--- src/rtl/fft_rx_pkg.sv ---
// Shared types, sizing helpers and saturation for the FFT band sink.
// Optional macro BAND_PEAK_EN selects the peak-hold band level instead of the mean.
package fft_rx_pkg;

  typedef enum logic [1:0] {StIdle, StRecv, StDrop, StPublish} rx_state_e;

  // Production configuration of the audio path.
  localparam int unsigned FRAME_LEN_DEF = 8192;
  localparam int unsigned DATA_W_DEF    = 16;
  localparam int unsigned NUM_BANDS_DEF = 4;

  // Bins per band over the non-redundant half of the spectrum.
  function automatic int unsigned calc_bpb(input int unsigned frame_len,
                                           input int unsigned num_bands);
    return frame_len / (2 * num_bands);
  endfunction

  // Peak hold only needs to hold one magnitude; the mean needs sum headroom.
  function automatic int unsigned calc_acc_w(input int unsigned data_w,
                                             input int unsigned log_bpb);
`ifdef BAND_PEAK_EN
    return data_w + 1 + 0 * log_bpb;
`else
    return data_w + 1 + log_bpb;
`endif
  endfunction

  localparam int unsigned BPB    = calc_bpb(FRAME_LEN_DEF, NUM_BANDS_DEF);
  localparam int unsigned BIN_W  = $clog2(FRAME_LEN_DEF);
  localparam int unsigned ACC_W  = calc_acc_w(DATA_W_DEF, $clog2(BPB));
  localparam int unsigned ADDR_W = $clog2(NUM_BANDS_DEF);

  // Clamp an unsigned value to the largest value representable in width bits.
  function automatic logic [63:0] saturate(input logic [63:0] val, input int unsigned width);
    logic [63:0] max_val;
    max_val = (64'd1 << width) - 64'd1;
    return (val > max_val) ? max_val : val;
  endfunction

endpackage

--- src/rtl/fft_band_sink_mag.sv ---
// cplx_mag_approx: combinational |re| + |im| without wrap on the most negative input.
module cplx_mag_approx #(
  parameter int unsigned DATA_W = 16
) (
  input  logic [DATA_W-1:0] re,
  input  logic [DATA_W-1:0] im,
  output logic [DATA_W:0]   mag
);

  logic [DATA_W:0] re_ext, im_ext, re_abs, im_abs;

  // Sign-extend first so that -2^(DATA_W-1) negates to +2^(DATA_W-1).
  always_comb begin
    re_ext = {re[DATA_W-1], re};
    im_ext = {im[DATA_W-1], im};
    re_abs = re_ext[DATA_W] ? (~re_ext + 1'b1) : re_ext;
    im_abs = im_ext[DATA_W] ? (~im_ext + 1'b1) : im_ext;
    mag    = re_abs + im_abs;
  end

endmodule

--- src/rtl/fft_band_sink.sv ---
// FFT bin stream sink: framing check, per-band magnitude reduction, VGA publish.
// Optional macro BAND_PEAK_EN: band level is the peak magnitude instead of the mean.
module fft_band_sink
  import fft_rx_pkg::*;
#(
  parameter int unsigned FRAME_LEN = FRAME_LEN_DEF,
  parameter int unsigned DATA_W    = DATA_W_DEF,
  parameter int unsigned NUM_BANDS = NUM_BANDS_DEF
) (
  input  logic                         clk,
  input  logic                         reset_n,
  input  logic                         sink_valid,
  output logic                         sink_ready,
  input  logic                         sink_sop,
  input  logic                         sink_eop,
  input  logic [DATA_W-1:0]            sink_real,
  input  logic [DATA_W-1:0]            sink_imag,
  output logic [DATA_W-1:0]            vga_dat,
  output logic [$clog2(NUM_BANDS)-1:0] vga_addr,
  output logic                         vga_dowrite,
  output logic                         vga_select,
  output logic                         frame_err
);

  localparam int unsigned BinW   = $clog2(FRAME_LEN);
  localparam int unsigned AddrW  = $clog2(NUM_BANDS);
  localparam int unsigned LogBpb = $clog2(calc_bpb(FRAME_LEN, NUM_BANDS));
  localparam int unsigned AccW   = calc_acc_w(DATA_W, LogBpb);
  localparam logic [BinW-1:0]  LastBin  = BinW'(FRAME_LEN - 1);
  localparam logic [AddrW-1:0] LastBand = AddrW'(NUM_BANDS - 1);

  rx_state_e        state_q, state_d;
  logic [BinW-1:0]  bin_q, bin_d;
  logic [AddrW-1:0] pub_q, pub_d;
  logic             err_q, err_d;
  logic [AccW-1:0]  acc_q [NUM_BANDS];
  logic [AccW-1:0]  acc_d [NUM_BANDS];

  logic [DATA_W:0]  mag;
  logic             beat, restart, do_acc, in_range;
  logic [AddrW-1:0] band;

  cplx_mag_approx #(
    .DATA_W(DATA_W)
  ) u_mag (
    .re (sink_real),
    .im (sink_imag),
    .mag(mag)
  );

  assign sink_ready = (state_q != StPublish);
  assign beat       = sink_valid && sink_ready;

  // Framing FSM next state plus band accumulation for the accepted beat.
  always_comb begin
    state_d = state_q;
    bin_d   = bin_q;
    pub_d   = pub_q;
    err_d   = 1'b0;
    acc_d   = acc_q;
    restart = 1'b0;
    do_acc  = 1'b0;

    unique case (state_q)
      StIdle: begin
        if (beat && sink_sop) begin
          if (sink_eop) begin
            err_d = 1'b1;
          end else begin
            restart = 1'b1;
            state_d = StRecv;
          end
        end
      end
      StRecv: begin
        if (beat) begin
          if (sink_sop && sink_eop) begin
            err_d   = 1'b1;
            state_d = StIdle;
          end else if (sink_sop) begin
            err_d   = 1'b1;
            restart = 1'b1;
          end else if (sink_eop) begin
            if (bin_q == LastBin) begin
              state_d = StPublish;
              pub_d   = '0;
            end else begin
              err_d   = 1'b1;
              state_d = StIdle;
            end
            bin_d = '0;
          end else if (bin_q == LastBin) begin
            err_d   = 1'b1;
            state_d = StDrop;
            bin_d   = '0;
          end else begin
            do_acc = 1'b1;
            bin_d  = bin_q + 1'b1;
          end
        end
      end
      StDrop: begin
        if (beat) begin
          if (sink_sop && sink_eop) begin
            err_d   = 1'b1;
            state_d = StIdle;
          end else if (sink_sop) begin
            err_d   = 1'b1;
            restart = 1'b1;
            state_d = StRecv;
          end else if (sink_eop) begin
            state_d = StIdle;
          end
        end
      end
      StPublish: begin
        pub_d = pub_q + 1'b1;
        if (pub_q == LastBand) begin
          state_d = StIdle;
          pub_d   = '0;
        end
      end
      default: state_d = StIdle;
    endcase

    // A restart beat is bin 0 of a fresh frame.
    if (restart) begin
      for (int b = 0; b < NUM_BANDS; b++) acc_d[b] = '0;
      do_acc = 1'b1;
      bin_d  = BinW'(1);
    end

    band     = restart ? '0 : bin_q[BinW-2 -: AddrW];
    in_range = restart || !bin_q[BinW-1];
    if (do_acc && in_range) begin
`ifdef BAND_PEAK_EN
      if (AccW'(mag) > acc_d[band]) acc_d[band] = AccW'(mag);
`else
      acc_d[band] = acc_d[band] + AccW'(mag);
`endif
    end
  end

  // State, counters and accumulators; reset aborts any frame or publish at once.
  always_ff @(posedge clk or negedge reset_n) begin
    if (!reset_n) begin
      state_q <= StIdle;
      bin_q   <= '0;
      pub_q   <= '0;
      err_q   <= 1'b0;
      for (int b = 0; b < NUM_BANDS; b++) acc_q[b] <= '0;
    end else begin
      state_q <= state_d;
      bin_q   <= bin_d;
      pub_q   <= pub_d;
      err_q   <= err_d;
      for (int b = 0; b < NUM_BANDS; b++) acc_q[b] <= acc_d[b];
    end
  end

  // VGA port driven from registered publish state only.
  always_comb begin
    vga_dowrite = (state_q == StPublish);
    vga_select  = vga_dowrite;
    vga_addr    = pub_q;
    frame_err   = err_q;
    vga_dat     = '0;
    if (vga_dowrite) begin
`ifdef BAND_PEAK_EN
      vga_dat = DATA_W'(saturate(64'(acc_q[pub_q]), DATA_W));
`else
      vga_dat = DATA_W'(saturate(64'(acc_q[pub_q] >> LogBpb), DATA_W));
`endif
    end
  end

endmodule
--- config.mk ---
export PLATFORM = sky130hd
export DESIGN_NAME = fft_band_sink
export DESIGN_NICKNAME = d
export VERILOG_FILES = /design/src/rtl/fft_rx_pkg.sv /design/src/rtl/fft_band_sink_mag.sv /design/src/rtl/fft_band_sink.sv
export SDC_FILE = /design/constraint.sdc
export NUM_CORES = 1
export LEC_CHECK = 0
export CAP_MARGIN = 40
export CORE_AREA = 2 2 140 169
export CTS_BUF_LIST = sky130_fd_sc_hd__clkbuf_16
export DETAILED_ROUTE_END_ITERATION = 10
export DIE_AREA = 0 0 142 171
export PLACE_DENSITY = 0.58
export SLEW_MARGIN = 25
export SYNTH_ARGS = -nofsm -noshare
export SYNTH_HDL_FRONTEND = slang
export SYNTH_SLANG_ARGS = --single-unit
--- constraint.sdc ---
create_clock -name clk -period 4 [get_ports clk]
set_clock_uncertainty 0.2 [all_clocks]
set_input_delay 0.4 -clock clk [delete_from_list [all_inputs] [get_ports clk]]
set_output_delay 0.4 -clock clk [all_outputs]
set_load 0.005 [all_outputs]
**Word level (Yosys, flattened, before mapping)**

Cells that the tools add are included.

- $add $sub $neg: 6
- Order comparisons: 4
- Equality and inequality tests: 20
- Muxes and demuxes: 67
- Bitwise gates (word level): 4
- Reductions and logical operators: 15

Operators by type and width:

| operator | number |
|---|---|
| $mux 108 | 2 |
| $mux 27 | 5 |
| $bmux 27 s2 | 2 |
| $bwmux 108 | 1 |
| $mux 13 | 7 |
| $demux 27 s2 | 1 |
| $mux 2 | 20 |
| $add 17x1->17 const B | 2 |
| $mux 17 | 2 |
| $not 17->17 | 2 |
| $mux 16 | 2 |
| $add 27x17->27 | 1 |
| $mux 1 | 21 |
| $ne 2x2->1 const B | 10 |
| $add 17x17->17 | 1 |
| $gt 17x16->1 const B | 1 |
| $add 13x1->13 const B | 1 |
| $eq 13x13->1 const B | 1 |
| $ne 4x4->1 const B | 2 |
| $pmux 2 s4 | 1 |
| $reduce_and 8->1 | 1 |
| $eq 2x2->1 const B | 3 |
| $ge 3x3->1 const B | 2 |
| $not 2->3 | 2 |
| 16 further kinds | 23 |

- Register bits: 126
- Bits of input ports: 37
- Output and inout port bits: 22
- Logic and storage cells: 124

**Depth between registers and ports, before layout**

Gate-level depths: netlist of the first run.

- Word-level depth: 13
- Gate-level depth with buffers: 23

**By module**

Synthesis of the first run repeated with hierarchy kept, for this count alone.

- Cells, all modules: 967
- Area, all modules: 9,007.4 um^2

Modules (own cells, without submodules):

| module | times used | cells an instance | area each (um^2) |
|---|---|---|---|
| fft_band_sink | 1 | 772 | 7,643.6 |
| cplx_mag_approx | 1 | 195 | 1,363.8 |

**Worst setup path before layout of the first run**

No wires, ideal clock.

- Kind: input to register
- Start point: input port sink_imag[2]
- End point: register acc_q[17] (netlist bit)
- Arrival: 4.601 ns
- Slack: -0.884 ns
- Stages on the path: 20
- Cells stage by stage: or4_1 > o21ai_0 > xnor2_1 > ha_1 > o21ai_0 > nor3_1 > a211oi_1 > a21oi_1 > o21ai_0 > a21oi_1 > o311ai_0 > ha_1 > nand2_1 > nor2_1 > nand2_1 > o21bai_1 > and2_1 > clkbuf_1 > or3_1 > a31oi_1

RTL lines:

| element | RTL line | source |
|---|---|---|
| start, declared | fft_band_sink.sv:17 | `input logic [DATA_W-1:0] sink_imag,` |
| end, declared | fft_band_sink.sv:36 | `logic [AccW-1:0] acc_q [NUM_BANDS];` |

==> impl_results.md, run 1 <==
- Post-synth EDFFs: 0
- Maximum clock rate: 226 MHz
- Dpl cell area: 0.0111 mm2
- Fin crit period: 4420 ps
- Buffer and inverter count on the worst path: 2
- Vias in the first global route: 8,550
- Net Sw Frac: 40.1%
- CTS sink count: 126
- Clock latency reported for the late side of the worst-skew pair: 420 ps
- Critical path type: in -> reg
- Worst Setup End Kind: register
- Largest area contributor in the netlist: dfrtp_1
- Setup-failing EPs final: 60
- Grt total ovfl: 0
- # diodes: 0
- Max VDD drop: 0.361 mV
- Slowest stage cell, crit path: or4_4
- Final Cell Area: 0.0126 mm2
- Top post-synthesis cells by count: 131 x o21ai_0, 126 x dfrtp_1, 93 x nor2_1
- Max clock buf depth: 2
- Internal power: 4.20 mW
- Area growth, synth to finish: 40.7%
- CTS clk-pin slew, worst paths: 60 ps
- Worst relative slew slack: 49.4%
- Top cells by area, synth: dfrtp_1 35%, mux4_2 11%, o21ai_0 7.3%, ha_1 6.1%, nand3_1 4.9%
- Largest family of logic cells by synthesized area: simple AND/OR/NAND/NOR gates
- Clock root cell: clkbuf_16
- Yosys warns: 0
- Avg Synthesized Cell Area: 8.97 um2
- Initial antenna violation count: 0
- Failing checks: negative setup slack
- Simple-gate share of the synthesized area: 20.1%
- Clock share of power: 19.7%
- Pwr/cell area: 556 mW/mm2
- PortBufs: 58
- Max stage delay on crit path: 570 ps
- Area of the mapped netlist: 0.00896 mm2
- Power, Total: 7.02 mW
- Post-layout instance count excluding filler cells: 1,513
- Total of max-cap violations: 0
- Global placement routability congestion: 0.818
- Reg2reg path depth: 15
- Leakage power: 5.32 nW
- Crit Path Max Fanout: 4
- Iter 0 DRT Violations: 566
- Final Cycle Share: 111%
- Startpoint class of the critical path: primary input
- Rows: 61
- Status: finished with violations
- Syn nets: 1,082
- Nets: 1,300
- Initial core utilization: 39.3%
- Pre-CTS WS: -1420 ps
- First-pass GRT wire length: 42.9 mm
- Mux share of post-synthesis cell area: 11.4%
- Unique masters post-synth: 57
- TritonCTS buffer count: 17
- Sequential power share: 21.7%
- Die area: 0.0243 mm2
- Final Hold Viols: 0
- Most frequent cell after synthesis: o21ai_0
- Slew Limit Fails: 0
- First-pass detailed-route iteration total: 5
- CTS tree: done
- Compound-Gate Fraction of Synth Area: 17.9%
- I/O pin count: 59
- Cells after Synth: 999
- Worst Tran Pin Value: 756 ps
- Share of cells above drive strength 1: 33.9%
- DRC errors left: 0
- WL final: 26.2 mm
- WP depth: 20
- Sequential area share after synthesis: 35.2%
- Core area: 0.0228 mm2
- Hold WC Path Type: in -> async
- Fillers: 2,014
- RSZ-0062 raised after global routing: true
- Req. time, crit path: 4100 ps
- Die Ht: 171 um
- Htree depth: 4
- Antenna-violating nets left: 0
- Flops & latches, synth: 126
- Async SR Flop Fraction: 100%
- Worst EP arrival: 4520 ps
- Critical path's top delay family: compound AO/OA/AOI/OAI gates
- Comb pwr share: 58.6%
- Via-per-instance ratio: 5.62
- Final worst slack: -420 ps
- Post-synth top area share: 35.2%
- Largest net degree at the start of global routing: 63
- Final core occ: 55.3%
- DR vias: 8,504
- Post-synthesis xor/xnor area fraction: 5.18%
- Die width: 142 um
- Dpl cells: 1,455
- Routed wire per std cell: 17.3 um
- Main synth FF type: dfrtp_1
- Psw: 2.81 mW
- Setup TNS: -18,170 ps
- Crit path cell chain: buf_6 > or4_4 > o21ai_1 > xnor2_1 > ha_2 > o21ai_4 > buf_4 > nand2b_1 > a21o_1 > a31o_2 > a211oi_2 > nor2_1 > ha_2 > a211o_1 > a2111o_1 > a21oi_4 > or3_4 > a21o_1 > xor2_2 > o21ai_1
- Worst hold slack: 204 ps
- Post-Synth Adder-Cell Area: 6.59%
- Post-DP HPWL: 17.9 mm
- Gr usage total: 22.1%
[sequential cells by signal, indices dropped and copies added, names as in the netlist]
register and cells:
state_q 2, vga_addr 2, frame_err 1, acc_q 108
bin_q 13
[placed cells by master (no fill, tap or decap), drive strengths merged, types with 8 or more instances in the layout]
master         synthesis  final
nand3                 87     87
xor2                   8      8
ha                    44     44
dfrtp                126    126
nor2                  93     93
xnor2                 45     45
buf                   15    204
o41ai                  8      8
o31ai                 13     13
a21oi                 53     53
clkinv                 1     10
and2                  22     22
nor3                  16     16
a21o                  12     12
and3                  10     10
nand2                 85     85
mux4                  44     44
a211oi                11     11
o21ai                134    134
inv                   23     26
clkdlybuf4s50          0     39
clkbuf                41     23
nand2b                17     17
[cell families after synthesis]
| family | Yosys count |
|---|---|
| AOI/OAI and AO/OA | 273 |
| xor gates and xnor gates | 53 |
| adders and majority gates | 46 |
| buffers and inverters | 80 |
| DFF | 126 |
| muxes | 47 |
| and+or+nand+nor | 374 |
[worst paths after layout]
check,slack (ps),to,start
setup / recovery,-420,acc_q[53],sink_imag[3]
hold / removal,200,acc_q[41],reset_n
setup reg to reg,150,acc_q[45],state_q[1]
hold reg to reg,280,acc_q[82],acc_q[82]
max in group asynchronous,2440,bin_q[10],reset_n
min in group clk,280,acc_q[82],acc_q[82]
[final cells by class]
| class | count | area [um2] | share of cell area (%) |
|---|---|---|---|
| timing repair buffer | 255 | 2160 | 17.1 |
| inverter | 24 | 92.6 | 0.734 |
| sequential | 126 | 3150 | 25.0 |
| tap | 283 | 354 | 2.81 |
| multi-input combinational | 793 | 6330 | 50.2 |
| clock buffer | 17 | 425 | 3.37 |
| clock inverter | 15 | 98.8 | 0.784 |
[metal layers]
metal / share of wire (%) / up-vias / GRT usage, % / wire [um]
li1: - / 4113 / - / -
met1: 43 / 4138 / 28.4 / 11400
met2: 50 / 211 / 38.5 / 13100
met3: 4.8 / 42 / 3.58 / 1270
met4: 1.9 / 0 / 6.39 / 495
met5: 0 / - / 0 / 0
[power groups by stage]
stage,clock (mW),sequential [mW],combinational [mW]
finish,1.38,1.52,4.11
global route,1.46,1.54,4.50
CTS,1.40,1.52,3.81
detailed placement,0,1.54,3.50
global placement,0,1.54,3.49
floorplan,0,1.49,2.07
[what timing repair did]
| item | 4_1_cts | 5_1_grt |
|---|---|---|
| hold buffers | 1 | 0 |
| buffers inserted | 19 | 9 |
| hold endpoints to repair | 22 | 0 |
| gates cloned | 0 | 0 |
| pin swaps | 88 | 79 |
| endpoints found under the setup margin | 80 | 80 |
| gates resized for setup | 153 | 93 |
No activity file was read; power rests on OpenSTA's default activity.
==> run 2, diff against run 1 <==
Settings changed: SLEW_MARGIN 25 to not set.
==> run 2 against run 1 <==
The run still ends with negative setup slack left. Maximum frequency down 2.1%. Utilization up 0.29 points. Routed wire length up 0.16%. Setup slack worse by 95 ps. Register-to-register slack worse by 30 ps. Cell area up 0.52%. Global-route usage down 0.23 points. Largest cell class unchanged.
==> impl_results.md, run 2 (same netlist as run 1, synthesis figures left out) <==
- Die Ht: 171 um (unchanged)
- Worst Tran Pin Value: 753 ps (was 756 ps)
- Status: finished with violations (unchanged)
- Worst hold slack: 129 ps (was 204 ps)
- Total of max-cap violations: 0 (unchanged)
- Leakage power: 5.33 nW (was 5.32 nW)
- # diodes: 0 (unchanged)
- Htree depth: 4 (unchanged)
- CTS tree: done (unchanged)
- Pwr/cell area: 584 mW/mm2 (was 556 mW/mm2)
- Initial antenna violation count: 0 (unchanged)
- Initial core utilization: 39.3% (unchanged)
- Crit-path most repeated cell: buf_6
- Post-DP HPWL: 17.9 mm (about the same)
- Final core occ: 55.6% (was 55.3%)
- Comb pwr share: 56.4% (was 58.6%)
- PortBufs: 58 (unchanged)
- RSZ-0062 raised after global routing: true (unchanged)
- Routed wire per std cell: 17.4 um (was 17.3 um)
- DRC errors left: 0 (unchanged)
- Largest net degree at the start of global routing: 63 (unchanged)
- Core area: 0.0228 mm2 (unchanged)
- Commonest non-fill, non-tap cell in the layout: buf_4 (unchanged)
- Setup-failing EPs final: 60 (unchanged)
- Final Cycle Share: 113% (was 111%)
- CTS clk-pin slew, worst paths: 60 ps (about the same)
- Commonest non-fill, non-tap cells in the layout: 170 x buf_4, 125 x dfrtp_1, 84 x nor2_1 (was 173 x buf_4, 125 x dfrtp_1, 87 x nor2_1)
- Via-per-instance ratio: 5.59 (was 5.62)
- Clock root cell: clkbuf_16 (unchanged)
- Clock latency reported for the late side of the worst-skew pair: 420 ps (about the same)
- Final worst slack: -515 ps (was -420 ps)
- Worst relative slew slack: 49.6% (was 49.4%)
- First-pass GRT wire length: 42.6 mm (was 42.9 mm)
- Crit Path Max Fanout: 10 (was 4)
- Max clock buf depth: 2 (unchanged)
- Psw: 2.83 mW (was 2.81 mW)
- WL final: 26.3 mm (was 26.2 mm)
- I/O pin count: 59 (unchanged)
- Number of flip-flops in the largest register: 108 (unchanged)
- Slowest stage cell, crit path: clkdlybuf4s50_1 (was or4_4)
- Hold WC Path Type: in -> async (unchanged)
- Critical path type: in -> reg (unchanged)
- Die width: 142 um (unchanged)
- First-pass detailed-route iteration total: 5 (unchanged)
- Iter 0 DRT Violations: 559 (was 566)
- Share of cells above drive strength 1: 33.0% (was 33.9%)
- Worst EP arrival: 4590 ps (was 4520 ps)
- Final Hold Viols: 0 (unchanged)
- Die area: 0.0243 mm2 (unchanged)
- Internal power: 4.56 mW (was 4.20 mW)
- Area growth, synth to finish: 41.4% (was 40.7%)
- Clock share of power: 23.0% (was 19.7%)
- CTS sink count: 126 (unchanged)
- Fin crit period: 4520 ps (was 4420 ps)
- Top Registers: acc_q (108), bin_q (13) (unchanged)
- TritonCTS buffer count: 17 (unchanged)
- Antenna-violating nets left: 0 (unchanged)
- Gr usage total: 21.9% (was 22.1%)
- Max stage delay on crit path: 540 ps (was 570 ps)
- Grt total ovfl: 0 (unchanged)
- Largest register by flop count: acc_q (unchanged)
- Net Sw Frac: 38.3% (was 40.1%)
- Maximum clock rate: 221 MHz (was 226 MHz)
- Worst Setup End Kind: register (unchanged)
- Crit path cell chain: clkdlybuf4s50_1 > buf_6 > buf_12 > o31ai_2 > xnor2_1 > ha_1 > o21ai_4 > nor3_2 > a211oi_2 > buf_4 > a21oi_4 > o21ai_4 > a2111o_1 > o311ai_2 > ha_1 > nand2_1 > nor2_2 > nand2_2 > o21bai_4 > buf_6 > buf_6 > a21oi_4 > xnor2_4 > a21oi_2 (was buf_6 > or4_4 > o21ai_1 > xnor2_1 > ha_2 > o21ai_4 > buf_4 > nand2b_1 > a21o_1 > a31o_2 > a211oi_2 > nor2_1 > ha_2 > a211o_1 > a2111o_1 > a21oi_4 > or3_4 > a21o_1 > xor2_2 > o21ai_1)
- Pre-CTS WS: -1420 ps (about the same)
- Rows: 61 (unchanged)
- Startpoint class of the critical path: primary input (unchanged)
- Slew Limit Fails: 0 (unchanged)
- Max VDD drop: 0.346 mV (was 0.361 mV)
- Sequential power share: 20.5% (was 21.7%)
- Global placement routability congestion: 0.818 (unchanged)
- Vias in the first global route: 8,568 (was 8,550)
- DR vias: 8,445 (was 8,504)
- Failing checks: negative setup slack (unchanged)
- Nets: 1,297 (was 1,300)
- Req. time, crit path: 4070 ps (was 4100 ps)
## run 2: cell types whose count changed in the layout (fill, tap and decap cells not counted), moves of 3 or more
cell / previous run / this run
a21oi_1: 27 / 32
a21oi_2: 19 / 14
buf_4: 173 / 170
bufinv_16: 0 / 5
clkbuf_2: 6 / 1
clkinv_2: 5 / 0
clkinvlp_4: 3 / 0
dlygate4sd2_1: 1 / 6
nor2_1: 87 / 84
nor2_2: 4 / 7
o21ai_1: 38 / 32
o21ai_2: 15 / 20
## run 2: worst paths after layout
check                           slack (ps)        end  depth (start not counted)          start
worst max-delay path                  -520  acc_q[46]                         24  sink_real[15]
worst min-delay path                   130  acc_q[95]                          2        reset_n
worst max register to register         120  acc_q[46]                         17     state_q[1]
worst min register to register         280  acc_q[89]                          2      acc_q[89]
max in group asynchronous             2550  bin_q[10]                          4        reset_n
min in group clk                       280  acc_q[89]                          2      acc_q[89]
## run 2: power groups by stage
stage | registers (mW) | clock network (mW) | logic [mW]
finish | 1.52 | 1.70 | 4.18
global route | 1.54 | 1.77 | 4.56
CTS | 1.52 | 1.73 | 3.87
detailed placement | 1.54 | 0 | 3.50
global placement | 1.54 | 0 | 3.49
floorplan | 1.49 | 0 | 2.07
## run 2: stage by stage
step	area (um2)	power (mW)	TNS (ps)	instances
after floorplan	9060	3.56	-18880	999
after global placement	11100	5.02	-84440	1454
after detailed placement	11100	5.04	-90270	1455
after CTS	12300	7.11	-21980	1504
after global routing	12700	7.87	-36390	1510
final	12700	7.40	-24590	1510
## run 2: timing repair
item | 4_1_cts | 5_1_grt
buffers inserted | 18 | 8
pin swaps | 72 | 59
hold buffers | 1 | 0
resized for setup | 144 | 83
setup endpoints to repair | 80 | 80
endpoints found under the hold margin | 64 | 0
## run 2: layer usage
layer	track usage, %	wire (um)
met1	28.0	11400
met2	38.3	13300
met5	0	0
met3	3.61	1140
met4	6.17	395
## run 2: final cells by class
| type | count | area [um2] |
|---|---|---|
| clock buffers | 17 | 425 |
| clock inverters | 15 | 218 |
| fillers | 2015 | 10100 |
| inverters | 24 | 90.1 |
| multi-input cells | 793 | 6260 |
| flip-flops and latches | 126 | 3150 |
| well taps | 283 | 354 |
| repair buffers | 252 | 2180 |
## run 2: critical path, delay by kind of cell
| family | cells | cell delay (ps) |
|---|---|---|
| AO/OA/AOI/OAI | 10 | 1480 |
| adder cells (fa/ha/maj) | 2 | 570 |
| AND/OR/NAND/NOR | 4 | 540 |
| buffers and inverters | 6 | 1250 |
| XOR/XNOR | 2 | 330 |
